[src/rtl/uart_rx_pkg.sv]
// Shared definitions for the UART receive parity checker.
// Optional build macro: UART_RX_PAR_ERR_CNT_EN (adds a saturating parity-error counter).
package uart_rx_pkg;

    typedef enum logic [1:0] {
        ST_IDLE   = 2'b00,
        ST_DATA   = 2'b01,
        ST_PARITY = 2'b10,
        ST_DONE   = 2'b11
    } state_t;

    localparam logic PAR_EVEN     = 1'b0;
    localparam logic PAR_ODD      = 1'b1;
    localparam int   DEF_OP_WIDTH = 8;
    localparam int   ERR_CNT_W    = 8;

endpackage

[src/rtl/rx_par_acc.sv]
// LSB-first deserializer with running XOR parity and a received-bit counter.
// Optional build macro: none.
module rx_par_acc
    import uart_rx_pkg::*;
#(
    parameter  int OP_WIDTH = DEF_OP_WIDTH,
    localparam int CNT_W    = $clog2(OP_WIDTH + 1)
) (
    input  logic                CLK,
    input  logic                RST,
    input  logic                clr,
    input  logic                shift,
    input  logic                bit_in,
    output logic [OP_WIDTH-1:0] shreg,
    output logic [OP_WIDTH-1:0] shreg_nxt,
    output logic                acc,
    output logic [CNT_W-1:0]    cnt
);

    // Value the shift register takes on the next shift; lets the owner capture
    // a complete word on the same edge as the last data bit.
    assign shreg_nxt = {bit_in, shreg[OP_WIDTH-1:1]};

    // Shift register, parity accumulator and bit counter.
    // NOTE: non-blocking assignments only in clocked blocks, so every flop samples
    // pre-edge values regardless of statement order.
    always_ff @(posedge CLK) begin
        if (RST) begin
            shreg <= '0;
            acc   <= 1'b0;
            cnt   <= '0;
        end else if (clr) begin
            acc   <= 1'b0;
            cnt   <= '0;
        end else if (shift) begin
            shreg <= shreg_nxt;
            acc   <= acc ^ bit_in;
            cnt   <= cnt + CNT_W'(1);
        end
    end

endmodule

[config.mk]
export PLATFORM = sky130hd
export DESIGN_NAME = rx_par_acc
export DESIGN_NICKNAME = d
export VERILOG_FILES = /design/src/rtl/uart_rx_pkg.sv /design/src/rtl/rx_par_acc.sv
export SDC_FILE = /design/constraint.sdc
export NUM_CORES = 1
export LEC_CHECK = 0
export ABC_AREA = 1
export CORE_MARGIN = 1.5
export CORE_UTILIZATION = 39
export DETAILED_ROUTE_END_ITERATION = 10
export PLACE_DENSITY = 0.79
export SYNTH_ARGS = -nofsm -noshare
export SYNTH_HDL_FRONTEND = slang
export SYNTH_SLANG_ARGS = --single-unit
[constraint.sdc]
create_clock -name CLK -period 1.1 [get_ports CLK]
set_input_delay 0.33 -clock CLK [delete_from_list [all_inputs] [get_ports CLK]]
set_output_delay 0.33 -clock CLK [all_outputs]
set_load 0.03 [all_outputs]
==> impl_metrics.py, run 1 <==
metrics = {
    "worst_setup_path": {
        "cp.required_ps": 770,
        "cp_cell_sequence": "buf_6",
        "endpoint_kind": "primary output",
        "reg2reg_to": "cnt[2]",
        "r2r_setup_slack_ps": 80,
        "cp_slowest_cell": "dfxtp_2",
        "start_kind": "flop",
        "reg2regPathDepth": 4,
        "slowest_delay_ps": 360,
        "arrival_ps": 760,
        "worstSetupPathType": "reg -> out",
        "cp_top_family": "flip-flops",
        "crit_buf_inv": 1,
        "critical_path.max_fanout": 4,
        "r2r-start": "cnt[0]",
    },
    "clock_tree": {
        "root_buffer": "clkbuf_4",
        "cts_buffers": 3,
        "clock_path_buffers": 2,
        "clk_pin_slew_ps": 70,
        "clkLatencyLatePin_ps": 260,
        "cts_tree": "yes",
        "hold_buffers": 0,
        "clock_sinks": 13,
        "htree_levels": 1,
    },
    "placed_design": {
        "gp_congestion": 0.649,
        "place_inst": 105,
        "io_buffers": 25,
    },
    "global_routing": {
        "antenna_found_initial": 0,
        "grt_pass1_vias": 516,
        "grt_pass1_wl_um": 2060,
        "grt_overflow": 0,
        "grt_max_degree": 11,
        "grtUsageTotal_pct": 15.2,
    },
    "power_and_ir_drop": {
        "p_clk_share_pct": 25.7,
        "internal_power_uw": 774,
        "power.density_nw_per_um2": 1130,
        "swShare_pct": 29.7,
        "p_switching_uw": 327,
        "p_leak_uw": 0.000458,
        "p_seq_share_pct": 46.6,
        "peakVddDrop_v": 0.000692,
        "p_comb_share_pct": 27.7,
    },
    "timing": {
        "hold_violations": 0,
        "period_minus_slack_ps": 1090,
        "max_freq_mhz": 917,
        "maxSlewHeadroom_pct": 87.1,
        "tightest_slew_ps": 193,
        "tns_ps": 0,
        "drv_slew": 0,
        "rsz0062_at_grt": "true",
        "fin_skew_ps": 0.581,
        "whs_ps": 401,
        "report.final.setup_viol": 0,
        "timing.final.crit_share_pct": 99.1,
    },
    "layout": {
        "antenna_cells": 0,
        "synthToLayoutAreaGrowth_pct": 66.1,
        "fill_cells": 105,
        "drive_gt1_share_pct": 53.8,
        "fin_util_pct": 72.2,
        "final_cell_mix": "21 x buf_6, 19 x nor2_1, 11 x buf_4",
        "nets": 111,
        "final_cells": 119,
        "final_common_cell": "buf_6",
    },
    "hold_path": {
        "min_path_type": "in -> reg",
        "holdCritStartpoint": "clr",
        "min_to": "cnt[3]",
        "holdPathStages": 4,
    },
    "logic_synthesis": {
        "syn_area_per_cell_sq_um": 8.15,
        "synth.cell_area_sq_um": 587,
        "synth-seq-cells": 13,
        "seq_area_frac_synth_pct": 44.3,
        "ys_warn_count": 0,
        "synth_cells": 72,
        "syn_nets": 78,
        "yosysUniqueCellTypes": 17,
    },
    "floorplanning": {
        "die_w_um": 41.8,
        "ioPinCount": 26,
        "start_util_pct": 43.5,
        "dieArea_sq_um": 1750,
        "die_y_um": 41.8,
        "core_sq_um": 1350,
        "rows": 13,
    },
    "status": {
        "status": "finished, final reports clean",
    },
    "detailed_routing": {
        "routed_wl_um": 1180,
        "drtIter0Drc": 6,
        "postRouteAntennaNets": 0,
        "routed_via_density": 4.55,
        "routedWlPerCell_um": 9.88,
        "drc": 0,
        "vias": 541,
        "drt_first_pass_iters": 4,
    },
    "run": {
        "max_cap_violations": 0,
    },
}
-- registers in the layout, summed over array words and instances (netlist names) --
signal and count:
acc 1, shreg 8, cnt 4
-- worst max-delay path by stage --
| stage | start | to | slack (ps) | cells after the start |
|---|---|---|---|---|
| 2_1_floorplan | cnt[0] | cnt[2] | 10 | 4 |
| 3_3_place_gp | shift | shreg[4] | -280 | 5 |
| 3_5_place_dp | shift | shreg[4] | -280 | 5 |
| 4_1_cts | shreg[7] | shreg[7] | -8 | 1 |
| 5_1_grt | shreg[5] | shreg_nxt[4] | -30 | 1 |
| 6_report | cnt[2] | cnt[2] | 10 | 1 |
-- cell families (layout without fill, tap and decap cells) --
| group | after synthesis | count (layout) | synth area share, % |
|---|---|---|---|
| buf+inv | 13 | 45 | 15.6 |
| fa+ha+maj | 1 | 1 | 2.13 |
| compound gates | 14 | 14 | 11.9 |
| simple gates | 31 | 31 | 26.0 |
| flops | 13 | 13 | 44.3 |
-- what timing repair did --
| item | in CTS | in global routing |
|---|---|---|
| setup buffers | 8 | 2 |
| endpoints found under the setup margin | 20 | 28 |
| gates resized for setup | 35 | 10 |
-- metrics by stage --
stage	power, uW	cell area, sq um	setup slack (ps)
after floorplan	696	587	9.85
after global routing	1160	975	-26.5
after CTS	1110	940	-8.27
final	1100	975	9.58
after global placement	767	759	-277
after detailed placement	770	759	-285
-- layer usage --
metal	share of wire (%)	up-vias	GRT usage, %	routed length, um
li1	-	287	-	-
met1	41	228	15.9	478
met2	52	24	26.9	607
met3	6.8	2	4.78	80
met4	0.68	0	7.74	8
met5	0	-	0	0
-- power by group through the flow --
stage	Combinational (uW)	Clock [uW]	Sequential [uW]
after floorplan	128	0	568
after global placement	240	0	526
after detailed placement	243	0	527
after CTS	297	295	517
after global routing	326	313	518
final	305	283	514
-- cells in the mapped netlist --
| cell type | instances | area, sq um |
|---|---|---|
| o21ai_1 | 7 | 35.0 |
| buf_6 | 1 | 11.3 |
| nor2_2 | 1 | 6.26 |
| nor2_1 | 20 | 75.1 |
| nand2_1 | 5 | 18.8 |
| nand3_1 | 2 | 10.0 |
| inv_2 | 1 | 3.75 |
| nor2_4 | 1 | 11.3 |
| nand2_4 | 1 | 11.3 |
| clkinv_4 | 1 | 8.76 |
| nand2_8 | 1 | 20.0 |
| ha_1 | 1 | 12.5 |
| inv_1 | 2 | 7.51 |
| dfxtp_1 | 13 | 260 |
| buf_4 | 8 | 60.1 |
| a21oi_1 | 4 | 20.0 |
| o21ai_0 | 3 | 15.0 |
-- layout make-up --
| type | count | area, sq um | share of cell area (%) |
|---|---|---|---|
| flip-flops and latches | 13 | 289 | 29.7 |
| repair buffers | 37 | 383 | 39.3 |
| well taps | 15 | 18.8 | 1.93 |
| multi-input cells | 46 | 238 | 24.4 |
| clock buffers | 4 | 26.3 | 2.70 |
| inverters | 4 | 20.0 | 2.05 |
No activity file was read; power rests on OpenSTA's default activity.
==> run 2: changes to the inputs <==
- CORE_UTILIZATION: 39 -> 42
- PLACE_DENSITY: 0.79 -> 0.84
- clock period: 1.1 -> 1.35 ns (I/O delays scaled with it)
==> impl_metrics.py, run 2 (synthesis results as in run 1) <==
metrics = {
    "status": {
        "status": "finished, final reports clean",
    },
    "layout": {
        "fin_util_pct": 60.4,
        "largest_reg_flops": 8,
        "reg_top3": "shreg: 8 flops, cnt: 4 flops, acc: 1 flops",
        "nets": 102,
        "drive_gt1_share_pct": 36.8,
        "final_cell_mix": "23 x buf_4, 20 x nor2_1, 12 x dfxtp_1",
        "final_cells": 110,
        "top_register": "shreg",
        "final_common_cell": "buf_4",
        "antenna_cells": 0,
        "synthToLayoutAreaGrowth_pct": 33.9,
    },
    "worst_setup_path": {
        "worstSetupPathType": "reg -> out",
        "r2r_setup_slack_ps": 480,
        "cp_slowest_cell": "dfxtp_1",
        "reg2regPathDepth": 3,
        "endpoint_kind": "primary output",
        "slowest_delay_ps": 400,
        "r2r-start": "cnt[0]",
        "critical_path.max_fanout": 4,
        "arrival_ps": 860,
        "start_kind": "flop",
        "startpoint": "shreg[6]",
        "reg2reg_to": "cnt[2]",
        "cp_top_family": "flip-flops",
        "crit_buf_inv": 1,
        "cp.required_ps": 950,
        "cp_cell_sequence": "buf_4",
    },
    "detailed_routing": {
        "drt_first_pass_iters": 4,
        "routedWlPerCell_um": 9.82,
        "drc": 0,
        "routed_via_density": 4.81,
        "routed_wl_um": 1080,
        "vias": 529,
        "postRouteAntennaNets": 0,
        "drtIter0Drc": 6,
    },
    "power_and_ir_drop": {
        "power.density_nw_per_um2": 1090,
        "peakVddDrop_v": 0.000679,
        "swShare_pct": 31.1,
        "p_seq_share_pct": 49.3,
        "p_clk_share_pct": 27.7,
        "internal_power_uw": 588,
        "p_switching_uw": 265,
        "p_leak_uw": 0.000366,
        "p_comb_share_pct": 23.0,
    },
    "run": {
        "max_cap_violations": 0,
    },
    "global_routing": {
        "grt_pass1_wl_um": 1630,
        "grt_pass1_vias": 396,
        "grt_overflow": 0,
        "grtUsageTotal_pct": 15.7,
        "antenna_found_initial": 0,
        "grt_max_degree": 10,
    },
    "floorplanning": {
        "start_util_pct": 45.1,
        "die_w_um": 40.4,
        "ioPinCount": 26,
        "rows": 13,
        "die_y_um": 40.4,
        "core_sq_um": 1300,
        "dieArea_sq_um": 1630,
    },
    "clock_tree": {
        "hold_buffers": 0,
        "htree_levels": 1,
        "clk_pin_slew_ps": 90,
        "root_buffer": "clkbuf_4",
        "cts_buffers": 3,
        "clkLatencyLatePin_ps": 270,
        "cts_tree": "yes",
        "clock_sinks": 13,
        "cts_setup_buffers": 0,
        "clock_path_buffers": 2,
    },
    "placed_design": {
        "dp_hpwl_um": 854,
        "gp_congestion": 0.619,
        "io_buffers": 25,
        "place_inst": 106,
    },
    "timing": {
        "rsz0062_at_grt": "false",
        "drv_slew": 0,
        "fin_skew_ps": 5.94,
        "timing.final.crit_share_pct": 93.8,
        "tns_ps": 0,
        "period_minus_slack_ps": 1270,
        "report.final.setup_viol": 0,
        "max_freq_mhz": 790,
        "hold_violations": 0,
        "tightest_slew_ps": 191,
        "maxSlewHeadroom_pct": 87.3,
    },
    "hold_path": {
        "min_to": "shreg[0]",
        "holdCritStartpoint": "shreg[0]",
        "holdPathStages": 2,
        "min_path_type": "reg -> reg",
    },
}
-- run 2: cell types whose count changed in the layout (fill, tap and decap cells not counted), moves of 2 or more --
| cell | delta |
|---|---|
| buf_6 | -20 |
| clkdlybuf4s50_1 | +2 |
| dlymetal6s2s_1 | -2 |
| dfxtp_2 | -7 |
| buf_4 | +12 |
| dfxtp_1 | +12 |
| o21ai_0 | +2 |
| dfxtp_4 | -5 |
| o21ai_1 | -2 |
-- run 2: how the worst max path moves through the flow --
| stage | slack (ps) | depth (start not counted) | end |
|---|---|---|---|
| 3_5_place_dp | -120 | 5 | shreg[2] |
| 6_report | 80 | 1 | shreg[6] |
| 5_1_grt | 40 | 1 | shreg[6] |
| 4_1_cts | 10 | 1 | cnt[0] |
| 2_1_floorplan | 210 | 1 | shreg_nxt[0] |
| 3_3_place_gp | -100 | 2 | shreg_nxt[7] |
-- run 2: tightest hold or removal path: stages (launching register included) --
cell     delay [ps]
dfxtp_1         330
nor2_1           50
nor2_1           80
-- run 2: through the flow --
stage	worst slack [ps]	cell area, sq um	power (uW)	hold WS, ps
after detailed placement	-123	754	627	482
after CTS	12.3	785	862	503
after global routing	36.5	786	900	529
after global placement	-103	754	622	466
final	83.6	786	853	491
after floorplan	207	587	567	551
-- run 2: power groups by stage --
stage,Sequential (uW),Combinational [uW],Clock [uW]
4_1_cts,421,197,244
2_1_floorplan,463,104,0
6_report,421,196,236
3_3_place_gp,428,193,0
5_1_grt,424,213,263
3_5_place_dp,429,197,0
-- run 2: cell type report --
type                    instances  area (sq um)
fillers                       132           515
flip-flops and latches         13           262
multi-input cells              46           235
repair buffers                 28           223
clock buffers                   3          22.5
inverters                       4          20.0
well taps                      15          18.8
clock inverters                 1          5.00
-- run 2: timing repair --
action | CTS | global route
pin swaps | 0 | 0
gates resized for setup | 2 | 1
gates cloned | 0 | 0
setup endpoints to repair | 1 | 1
-- run 2: per-layer routing --
metal / GRT usage (%) / routed length (um) / vias to the layer above
met3: 5.00 / 96 / 2
met1: 17.9 / 447 / 236
li1: - / - / 268
met2: 25.0 / 520 / 23
met5: 0 / 0 / -
met4: 10.0 / 16 / 0
==> run 3: changes to the inputs <==
- CORE_MARGIN: 1.5 -> 5
==> impl_metrics.py, run 3 (synthesis results as in run 1) <==
metrics = {
    "timing": {
        "rsz0062_at_grt": "false",
        "setup_ws_ps": 97.5,
        "fin_skew_ps": 0.371,
        "tightest_slew_ps": 210,
        "drv_slew": 0,
        "whs_ps": 489,
        "period_minus_slack_ps": 1250,
        "report.final.setup_viol": 0,
        "hold_violations": 0,
        "timing.final.crit_share_pct": 92.8,
        "maxSlewHeadroom_pct": 86.0,
        "max_freq_mhz": 798,
    },
    "worst_setup_path": {
        "cp_slowest_cell": "dfxtp_1",
        "r2r_setup_slack_ps": 450,
        "cp_top_family": "flip-flops",
        "cp.required_ps": 950,
        "cp_cell_sequence": "buf_4",
        "worstSetupPathType": "reg -> out",
        "arrival_ps": 850,
        "critical_path.max_fanout": 4,
        "crit_buf_inv": 1,
        "start_kind": "flop",
        "slowest_delay_ps": 400,
        "endpoint_kind": "primary output",
    },
    "power_and_ir_drop": {
        "peakVddDrop_v": 0.000568,
        "p_leak_uw": 0.000363,
        "p_switching_uw": 257,
        "swShare_pct": 30.3,
        "p_clk_share_pct": 27.1,
        "p_seq_share_pct": 49.6,
        "internal_power_uw": 592,
        "power.density_nw_per_um2": 1080,
        "p_comb_share_pct": 23.3,
    },
    "floorplanning": {
        "die_y_um": 47.4,
        "die_w_um": 47.4,
        "dieArea_sq_um": 2240,
        "core_sq_um": 1320,
        "start_util_pct": 44.5,
        "rows": 13,
        "ioPinCount": 26,
    },
    "detailed_routing": {
        "drtIter0Drc": 2,
        "drc": 0,
        "routed_via_density": 4.79,
        "routedWlPerCell_um": 11.2,
        "routed_wl_um": 1230,
        "postRouteAntennaNets": 0,
        "drt_first_pass_iters": 2,
        "vias": 527,
    },
    "hold_path": {
        "min_path_type": "reg -> reg",
    },
    "layout": {
        "final_common_cell": "buf_4",
        "reg_top3": "shreg: 8 flops, cnt: 4 flops, acc: 1 flops",
        "synthToLayoutAreaGrowth_pct": 33.7,
        "nets": 102,
        "fill_cells": 137,
        "largest_reg_flops": 8,
        "final_cell_mix": "23 x buf_4, 20 x nor2_1, 12 x dfxtp_1",
        "drive_gt1_share_pct": 35.8,
        "antenna_cells": 0,
        "top_register": "shreg",
    },
    "clock_tree": {
        "clkLatencyLatePin_ps": 260,
        "clk_pin_slew_ps": 80,
        "cts_setup_buffers": 0,
        "htree_levels": 1,
        "root_buffer": "clkbuf_4",
        "clock_path_buffers": 2,
        "cts_tree": "yes",
        "cts_buffers": 3,
        "clock_sinks": 13,
    },
    "run": {
        "max_cap_violations": 0,
    },
    "placed_design": {
        "pre_cts_ws_ps": -106,
        "dp_hpwl_um": 970,
        "gp_congestion": 0.731,
        "io_buffers": 25,
    },
    "global_routing": {
        "antenna_found_initial": 0,
        "grt_max_degree": 10,
        "grt_pass1_wl_um": 1810,
        "grt_overflow": 0,
        "grtUsageTotal_pct": 11.7,
        "grt_pass1_vias": 441,
    },
    "status": {
        "status": "finished, final reports clean",
    },
}
## run 3: cell types whose count changed in the layout (fill, tap and decap cells not counted)
cell and change:
clkbuf_1 +1, clkinv_2 -1
## run 3: tightest hold or removal path, stage by stage (launching register included)
cell	delay, ps
dfxtp_1	330
nor2_1	50
nor2_1	80
## run 3: cell type report
type,count,area (sq um),share of cell area (%)
sequential,13,262,33.3
multi-input combinational,46,235,30.0
timing repair buffer,28,223,28.4
clock buffer,4,26.3,3.35
inverter,4,20.0,2.55
tap,15,18.8,2.39
## run 3: final timing paths
check,from,end,cells past startpoint
worst max-delay path,shreg[6],shreg[6],1
worst min-delay path,shreg[0],shreg[0],2
worst max register to register,cnt[0],cnt[1],3
worst min register to register,shreg[0],shreg[0],2
## run 3: stage by stage
stage	std cells	instance area [sq um]	power [uW]	TNS [ps]	utilization, %
after floorplan	72	587	567	0	-
after global placement	106	754	623	-634	57.3
after detailed placement	106	754	630	-944	57.3
after CTS	110	783	858	0	59.4
after global routing	110	785	894	0	59.5
final	110	785	849	0	59.5
## run 3: power groups by stage
stage                     clock (uW)  sequential, uW  combinational (uW)
after floorplan                    0             463                 104
after global placement             0             428                 195
after detailed placement           0             430                 200
after CTS                        237             421                 200
after global routing             259             424                 211
final                            230             421                 198
## run 3: per-layer routing
layer	share of wire [%]	vias up	global-route usage [%]
li1	-	267	-
met2	46	22	20.6
met5	0	-	0
met3	13	2	3.83
met1	41	236	12.0
met4	0.97	0	6.63
## run 3: what timing repair did
item	in CTS	in global routing
hold buffers	0	0
gates resized for setup	2	1
endpoints found under the setup margin	1	1
